**config.mk**
```make
export PLATFORM = sky130hd
export DESIGN_NAME = instruction_fetch_stage_flat
export DESIGN_NICKNAME = d
export VERILOG_FILES = /design/src/rtl/instruction_fetch_stage_if.sv /design/src/rtl/instruction_fetch_stage.sv /design/src/flat_wrapper.sv
export SDC_FILE = /design/constraint.sdc
export NUM_CORES = 1
export LEC_CHECK = 0
export CAP_MARGIN = 40
export CORE_MARGIN = 2
export CORE_UTILIZATION = 57
export DETAILED_ROUTE_END_ITERATION = 10
export PLACE_DENSITY = 0.92
export SLEW_MARGIN = 25
export SYNTH_ARGS = -nofsm -noshare
export SYNTH_HDL_FRONTEND = slang
export SYNTH_SLANG_ARGS = --single-unit
```
**constraint.sdc**
```tcl
create_clock -name clock -period 5.25 [get_ports clock]
set_clock_uncertainty 0.2 [all_clocks]
set_input_delay 1.05 -clock clock [delete_from_list [all_inputs] [get_ports clock]]
set_output_delay 1.05 -clock clock [all_outputs]
set_load 0.1 [all_outputs]
```
**src/rtl/instruction_fetch_stage_if.sv**
```systemverilog
// Instruction-memory request/response bus between the fetch stage and instruction memory.
// Requests use a valid/ready handshake; responses are single-cycle pulses that cannot be back-pressured.
interface instruction_fetch_stage_if;
  logic        imem_req_valid;
  logic [31:0] imem_req_addr;
  logic        imem_req_ready;
  logic        imem_resp_valid;
  logic [31:0] imem_resp_data;

  modport master (
    output imem_req_valid, imem_req_addr,
    input  imem_req_ready, imem_resp_valid, imem_resp_data
  );

  modport slave (
    input  imem_req_valid, imem_req_addr,
    output imem_req_ready, imem_resp_valid, imem_resp_data
  );
endinterface

```
**src/rtl/instruction_fetch_stage.sv**
```systemverilog
// Instruction-fetch stage: one outstanding imem request, a two-entry output/pending buffer,
// stall hold, and full-flush redirect that drains any response still in flight.
module instruction_fetch_stage #(
  parameter logic [31:0] RESET_PC = 32'h0000_0000
) (
  input  logic                             clock,
  input  logic                             reset,
  input  logic                             stall,
  input  logic                             redirect_enable,
  input  logic [31:0]                      redirect_target,
  instruction_fetch_stage_if.master        imem,
  output logic                             if_valid,
  output logic [31:0]                      if_program_counter,
  output logic [31:0]                      if_instruction
);

  typedef enum logic [1:0] {S_REQ, S_WAIT, S_DRAIN} state_t;

  state_t      state;
  logic [31:0] fetch_pc;
  logic [31:0] req_pc;
  logic        out_valid;
  logic [31:0] out_pc;
  logic [31:0] out_instr;
  logic        pend_valid;
  logic [31:0] pend_pc;
  logic [31:0] pend_instr;
  logic        drop;

  logic handshake;
  logic consume;
  logic deliver;
  logic in_flight;

  // Request is masked while reset is held so every output reads 0 during reset.
  assign imem.imem_req_valid = reset && (state == S_REQ) && !pend_valid;
  assign imem.imem_req_addr  = fetch_pc;

  assign handshake = imem.imem_req_valid && imem.imem_req_ready;
  assign consume   = out_valid && !stall;
  assign deliver   = (state == S_WAIT) && imem.imem_resp_valid;
  assign in_flight = handshake || ((state != S_REQ) && !imem.imem_resp_valid);

  assign if_valid           = out_valid;
  assign if_program_counter = out_valid ? out_pc    : '0;
  assign if_instruction     = out_valid ? out_instr : '0;

  always_ff @(posedge clock or negedge reset) begin
    if (!reset) begin
      state      <= S_REQ;
      fetch_pc   <= RESET_PC;
      req_pc     <= '0;
      out_valid  <= 1'b0;
      out_pc     <= '0;
      out_instr  <= '0;
      pend_valid <= 1'b0;
      pend_pc    <= '0;
      pend_instr <= '0;
      drop       <= 1'b0;
    end else if (redirect_enable) begin
      out_valid  <= 1'b0;
      out_pc     <= '0;
      out_instr  <= '0;
      pend_valid <= 1'b0;
      pend_pc    <= '0;
      pend_instr <= '0;
      fetch_pc   <= redirect_target;
      // A response still owed by memory must be swallowed before the new stream starts.
      if (in_flight) begin
        state <= S_DRAIN;
        drop  <= 1'b1;
      end else begin
        state <= S_REQ;
        drop  <= 1'b0;
      end
    end else begin
      case (state)
        S_REQ: begin
          if (handshake) begin
            req_pc   <= fetch_pc;
            fetch_pc <= fetch_pc + 32'd4;
            state    <= S_WAIT;
          end
        end
        S_WAIT: begin
          if (imem.imem_resp_valid) state <= S_REQ;
        end
        S_DRAIN: begin
          if (imem.imem_resp_valid && drop) begin
            drop  <= 1'b0;
            state <= S_REQ;
          end
        end
        default: state <= S_REQ;
      endcase

      if (consume) begin
        out_valid  <= pend_valid;
        out_pc     <= pend_pc;
        out_instr  <= pend_instr;
        pend_valid <= 1'b0;
        pend_pc    <= '0;
        pend_instr <= '0;
      end

      // A consumed-and-refilled cycle lets the new word go straight to the output slot.
      if (deliver) begin
        if (!out_valid || (consume && !pend_valid)) begin
          out_valid <= 1'b1;
          out_pc    <= req_pc;
          out_instr <= imem.imem_resp_data;
        end else begin
          pend_valid <= 1'b1;
          pend_pc    <= req_pc;
          pend_instr <= imem.imem_resp_data;
        end
      end
    end
  end

endmodule
```
**src/flat_wrapper.sv**
```systemverilog
// flat-port wrapper written by rule: the top's interface ports become plain ports
module instruction_fetch_stage_flat 
#(
  parameter logic [31:0] RESET_PC = 32'h0000_0000
)
  (clock, reset, stall, redirect_enable, redirect_target, if_valid, if_program_counter, if_instruction, imem_imem_req_valid, imem_imem_req_addr, imem_imem_req_ready, imem_imem_resp_valid, imem_imem_resp_data);
  instruction_fetch_stage_if imem_i ();
  input  logic clock;
  input  logic reset;
  input  logic stall;
  input  logic redirect_enable;
  input  logic [31:0] redirect_target;
  output logic if_valid;
  output logic [31:0] if_program_counter;
  output logic [31:0] if_instruction;
  output wire logic [$bits(imem_i.imem_req_valid)-1:0] imem_imem_req_valid;
  output wire logic [$bits(imem_i.imem_req_addr)-1:0] imem_imem_req_addr;
  input wire logic [$bits(imem_i.imem_req_ready)-1:0] imem_imem_req_ready;
  input wire logic [$bits(imem_i.imem_resp_valid)-1:0] imem_imem_resp_valid;
  input wire logic [$bits(imem_i.imem_resp_data)-1:0] imem_imem_resp_data;
  assign imem_imem_req_valid = imem_i.imem_req_valid;
  assign imem_imem_req_addr = imem_i.imem_req_addr;
  assign imem_i.imem_req_ready = imem_imem_req_ready;
  assign imem_i.imem_resp_valid = imem_imem_resp_valid;
  assign imem_i.imem_resp_data = imem_imem_resp_data;
  instruction_fetch_stage #(.RESET_PC(RESET_PC)) u_core (.clock(clock), .reset(reset), .stall(stall), .redirect_enable(redirect_enable), .redirect_target(redirect_target), .imem(imem_i), .if_valid(if_valid), .if_program_counter(if_program_counter), .if_instruction(if_instruction));
endmodule
```
# Word level (Yosys, flattened, before mapping)
# Index checks and enable logic that the tools add are counted.
[word_totals]
output_inout_bits = 98
in_bits = 70
word_cells = 80
regBits = 197
[op_classes]
addsub = 1
n_mux = 39
n_bitwise = 1
reduce_logical = 24
eq_ne = 5
[op_table]
columns = ["operator", "n"]
rows = [
  ["two-way mux 32 bit", 21],
  ["adder 32 x 3 -> 32 bit (second input constant)", 1],
  ["two-way mux 1 bit", 12],
  ["two-way mux 2 bit", 5],
  ["nonzero test 2 bit", 5],
  ["logical AND 1 bit", 8],
  ["inequality test 3 x 2 -> 1 bit (second input constant)", 2],
  ["case mux 2 bit (3 select lines)", 1],
  ["AND reduction 3 bit", 2],
  ["zero test 1 bit", 4],
  ["AND reduction 2 bit", 2],
  ["inequality test 3 bit (second input constant)", 1],
  ["equality test 2 x 1 -> 1 bit (second input constant)", 1],
  ["equality test 2 bit (second input constant)", 1],
  ["zero test 2 bit", 1],
  ["logical OR 1 bit", 2],
  ["NOT 1 bit", 1],
]

# Logic depth before layout (Yosys ltp)
[logic_depth]
word_depth = 7
ltp_mapped = 6
depth_no_buf = 4

# Least setup slack after synthesis
# No wires, ideal clock.
[synth_timing]
kind = "flip-flop to output port"
from = "register u_core.out_valid (netlist: u_core.if_valid)"
to = "output port if_instruction[0]"
arrival_time_ns = 2.222
t_required_ns = 4.000
stages_incl_launch_ff = 4
slack_ns = 1.778
n_path_buf = 2
cell_sequence = "dfrtp_1 -> clkbuf_1 -> clkbuf_1 -> and2_1"
[synth_via]
elab_chain_len = 1
[synth_rtl]
columns = ["item", "line_no", "text"]
rows = [
  ["from (decl)", "instruction_fetch_stage.sv:22", "logic out_valid;"],
  ["from (signal assigned)", "instruction_fetch_stage.sv:98", "out_valid <= pend_valid;"],
  ["two-way mux 32 bit", "instruction_fetch_stage.sv:46", "assign if_instruction = out_valid ? out_instr : '0;"],
  ["to (decl)", "flat_wrapper.sv:15", "output logic [31:0] if_instruction;"],
]
# No other way between the ends.

# Worst setup path after layout
[layout_timing]
from = "register u_core.out_valid (netlist: u_core.if_valid)"
to = "output port if_instruction[1]"
# The elaborated chain is that of the path after synthesis.

==> flow_summary.json <==
{
  "drc": 0,
  "postLayoutCoreUtil_pct": 82.0,
  "syn_area_um2": 9490,
  "clock_latency_ns": 0.43,
  "reg2reg_to": "u_core.out_instr[0]",
  "nFillCells": 877,
  "crit_required_ns": 4.00,
  "intPower_mw": 2.65,
  "routedWlPerCell_um": 19.1,
  "syn_nets": 1092,
  "fin_tns_setup_ns": 0,
  "power_per_cell_area_nw_per_um2": 282,
  "post-dp-hpwl_mm": 18.9,
  "cts.reportedPaths.clkPinSlew_ns": 0.07,
  "final_cells": 1461,
  "min_period_ns": 3.49,
  "start_kind": "register",
  "num_antenna_cells": 0,
  "yosysTopAreaCell": "dfrtp_1",
  "reg2reg_depth": 5,
  "grt.total_usage_pct": 32.4,
  "drv_cap": 0,
  "vdd_drop_max_uv": 257,
  "die_x_um": 133,
  "rows": 47,
  "antenna_left": 0,
  "critPathMaxStageDelay_ns": 0.60,
  "multiInputGateArea_um2": 4220,
  "slew_headroom_pct": 44.1,
  "crit_type": "register to primary output",
  "grt_max_degree": 84,
  "ys_types": 36,
  "antenna_found_initial": 0,
  "coreArea_um2": 16400,
  "cts-htree-levels": 4,
  "top_usage_layer": "met2",
  "cp_max_fo": 49,
  "ys.warnings.count": 0,
  "slew_viol_final": 0,
  "ios": 168,
  "postCtsHoldBufs": 0,
  "ys_seq_area_share_pct": 51.9,
  "drt-initial-drc-count": 943,
  "vias_per_cell": 6.16,
  "post_cts_buffers": 0,
  "grt_pass1_wl_mm": 45.8,
  "r2r_slack_ns": 2.34,
  "outcome": "completed",
  "hold_viol_final": 0,
  "syn_area_per_cell_um2": 9.30,
  "die_h_um": 133,
  "clockRootBuffer": "clkbuf_16",
  "met1_usage_pct": 40.6,
  "dr.pass1.iters": 5,
  "synth_area_leaders": "dfrtp_1 52%, nand2_1 8.6%, a311oi_1 5.9%",
  "start_util_pct": 57.9,
  "clkPwrFrac_pct": 33.4,
  "fmax_mhz": 287,
  "ctsResizeCount": 0,
  "cp.arrival_ns": 2.24,
  "crit_path_end_kind": "primary output",
  "synth_cells": 1021,
  "crit_family": "buffers and inverters",
  "seq_power_share_pct": 47.9,
  "path_cells": "buf_12 -> and2_1 -> clkdlybuf4s50_1 -> buf_16",
  "gr-total-overflow": 0,
  "synth.top_cell.area_share_pct": 51.9,
  "gp_congestion": 0.828,
  "numCtsBuffers": 17,
  "worst_pin_slew_ns": 0.837,
  "ff_latch_area_um2": 4930,
  "hold_path.class": "input port to async pin",
  "grt_pass1_vias": 9018,
  "grt_util_met2_pct": 55.2,
  "routed_wl_mm": 28.0,
  "dpl.cell_count": 1427,
  "vias": 8999,
  "drive_gt1_share_pct": 15.2,
  "grt_util_met3_pct": 5.17,
  "finalSetupViolCount": 0,
  "p_switching_mw": 1.15,
  "leakagePower_nw": 5.44,
  "cts_sinks": 197,
  "critPathBufInv": 3,
  "syn2layout_area_growth_pct": 41.7,
  "fin_nets": 1299,
  "period_share_pct": 66.4,
  "ys_ff_latch": 197,
  "cpMaxStageDelayCell": "clkdlybuf4s50_1",
  "cts_tree": "built",
  "port_buffers": 167,
  "die_area_um2": 17700,
  "switching_share_pct": 30.2,
  "clockBufferDepth": 2,
  "pwr-share-comb_pct": 18.8,
  "r2r_start": "u_core.if_valid",
  "rsz0062_at_grt": "false"
}
-- worst register-to-register path, cell delays in order, from the launching register on --
cell and delay, ns:
dfrtp_2 0.57, buf_12 0.25, nor2b_4 0.73, buf_4 0.48
nand2_1 0.12, a311oi_1 0.42
-- synthesized netlist by cell type --
cell type / n
a211oi_1: 1
a21oi_1: 66
a311oi_1: 64
a31oi_1: 19
a32o_1: 1
and2_1: 67
and3_1: 4
and4_1: 4
buf_1: 1
buf_2: 11
clkbuf_1: 83
clkinv_1: 1
dfrtp_1: 197
ha_1: 1
inv_1: 4
mux2_2: 31
mux2i_1: 1
nand2_1: 217
nand2b_1: 2
nand3_1: 14
nand3_2: 1
nand3b_1: 1
nand4_1: 12
nand4_2: 1
nor2_1: 84
nor2b_1: 1
nor3b_1: 1
nor4b_4: 1
o211ai_1: 69
o21a_1: 1
o21ai_0: 16
o31ai_1: 15
or3_1: 2
or4_1: 20
xnor2_1: 1
xor2_1: 6
-- routing by layer --
| metal | share of wire [%] | wire [um] |
|---|---|---|
| met4 | 4.1 | 1150 |
| met2 | 51 | 14400 |
| met3 | 5.9 | 1660 |
| met5 | 0 | 0 |
| met1 | 39 | 10800 |
-- through the flow --
stage	instance area, um2	power [mW]	worst slack, ns	hold slack, ns
2_1_floorplan	9490	2.19	1.78	0.272
6_report	13400	3.79	1.76	0.301
3_3_place_gp	11200	2.41	1.33	0.314
4_1_cts	13400	3.79	1.47	0.298
5_1_grt	13400	3.93	1.67	0.309
3_5_place_dp	12800	2.54	1.25	0.324
-- placed cells by master (no fill, tap or decap), types with 2 or more instances in the layout --
| cell type | netlist | final |
|---|---|---|
| nand2_1 | 217 | 217 |
| dfrtp_1 | 197 | 196 |
| clkdlybuf4s50_1 | 0 | 164 |
| buf_8 | 0 | 92 |
| nor2_1 | 84 | 83 |
| o211ai_1 | 69 | 69 |
| and2_1 | 67 | 67 |
| a21oi_1 | 66 | 66 |
| a311oi_1 | 64 | 64 |
| mux2_2 | 31 | 31 |
| or4_1 | 20 | 20 |
| a31oi_1 | 19 | 19 |
| clkbuf_16 | 0 | 17 |
| o21ai_0 | 16 | 15 |
| o31ai_1 | 15 | 15 |
| buf_4 | 0 | 15 |
| nand3_1 | 14 | 14 |
| nand4_1 | 12 | 12 |
| buf_16 | 0 | 9 |
| xor2_1 | 6 | 6 |
| inv_1 | 4 | 4 |
| and4_1 | 4 | 4 |
| and3_1 | 4 | 4 |
| clkbuf_8 | 0 | 4 |
| clkinv_2 | 0 | 3 |
| inv_6 | 0 | 3 |
| nand2b_4 | 0 | 2 |
| or3_1 | 2 | 2 |
| clkinv_4 | 0 | 2 |
| clkbuf_1 | 83 | 2 |
| buf_12 | 0 | 2 |
-- power by group through the flow --
stage | Sequential [mW] | Combinational, mW | Clock [mW]
2_1_floorplan | 1.95 | 0.242 | 0
3_3_place_gp | 1.82 | 0.582 | 0
3_5_place_dp | 1.84 | 0.704 | 0
4_1_cts | 1.81 | 0.710 | 1.27
5_1_grt | 1.83 | 0.754 | 1.34
6_report | 1.82 | 0.712 | 1.27
-- state kept, by name (all words and copies together) (netlist names) --
name / count
u_core.out_pc: 32
u_core.out_instr: 32
u_core.pend_instr: 32
u_core.pend_valid: 1
u_core.pend_pc: 32
u_core.imem.imem_req_addr: 32
u_core.if_valid: 1
u_core.drop: 1
u_core.req_pc: 32
u_core.state: 2
-- kinds of logic after synthesis --
| group | count (synthesis) | share of synthesized area [%] |
|---|---|---|
| compound gates | 252 | 18.4 |
| xor+xnor | 7 | 0.646 |
| fa+ha+maj | 1 | 0.132 |
| buf+inv | 100 | 4.10 |
| flops | 197 | 51.9 |
| mux | 32 | 3.78 |
| simple gates | 432 | 21.0 |
-- how the worst max path moves through the flow --
stage / from / endpoint / slack [ns] / depth (start not counted)
after floorplan: u_core.if_valid / if_instruction[0] / 1.78 / 3
after global placement: stall / u_core.out_instr[17] / 1.33 / 6
after detailed placement: stall / u_core.out_instr[19] / 1.25 / 5
after CTS: u_core.if_valid / if_instruction[1] / 1.47 / 3
after global routing: imem_imem_resp_valid / u_core.out_instr[19] / 1.67 / 7
final: u_core.if_valid / if_instruction[1] / 1.76 / 4
-- layout make-up --
class                      instances  area share [%]
multi-input combinational        724            31.4
tap                              220            2.05
inverter                           5           0.140
clock buffer                      22            3.53
clock inverter                    10           0.716
sequential                       197            36.7
timing repair buffer             283            25.6
No activity file was read; power rests on OpenSTA's default activity.
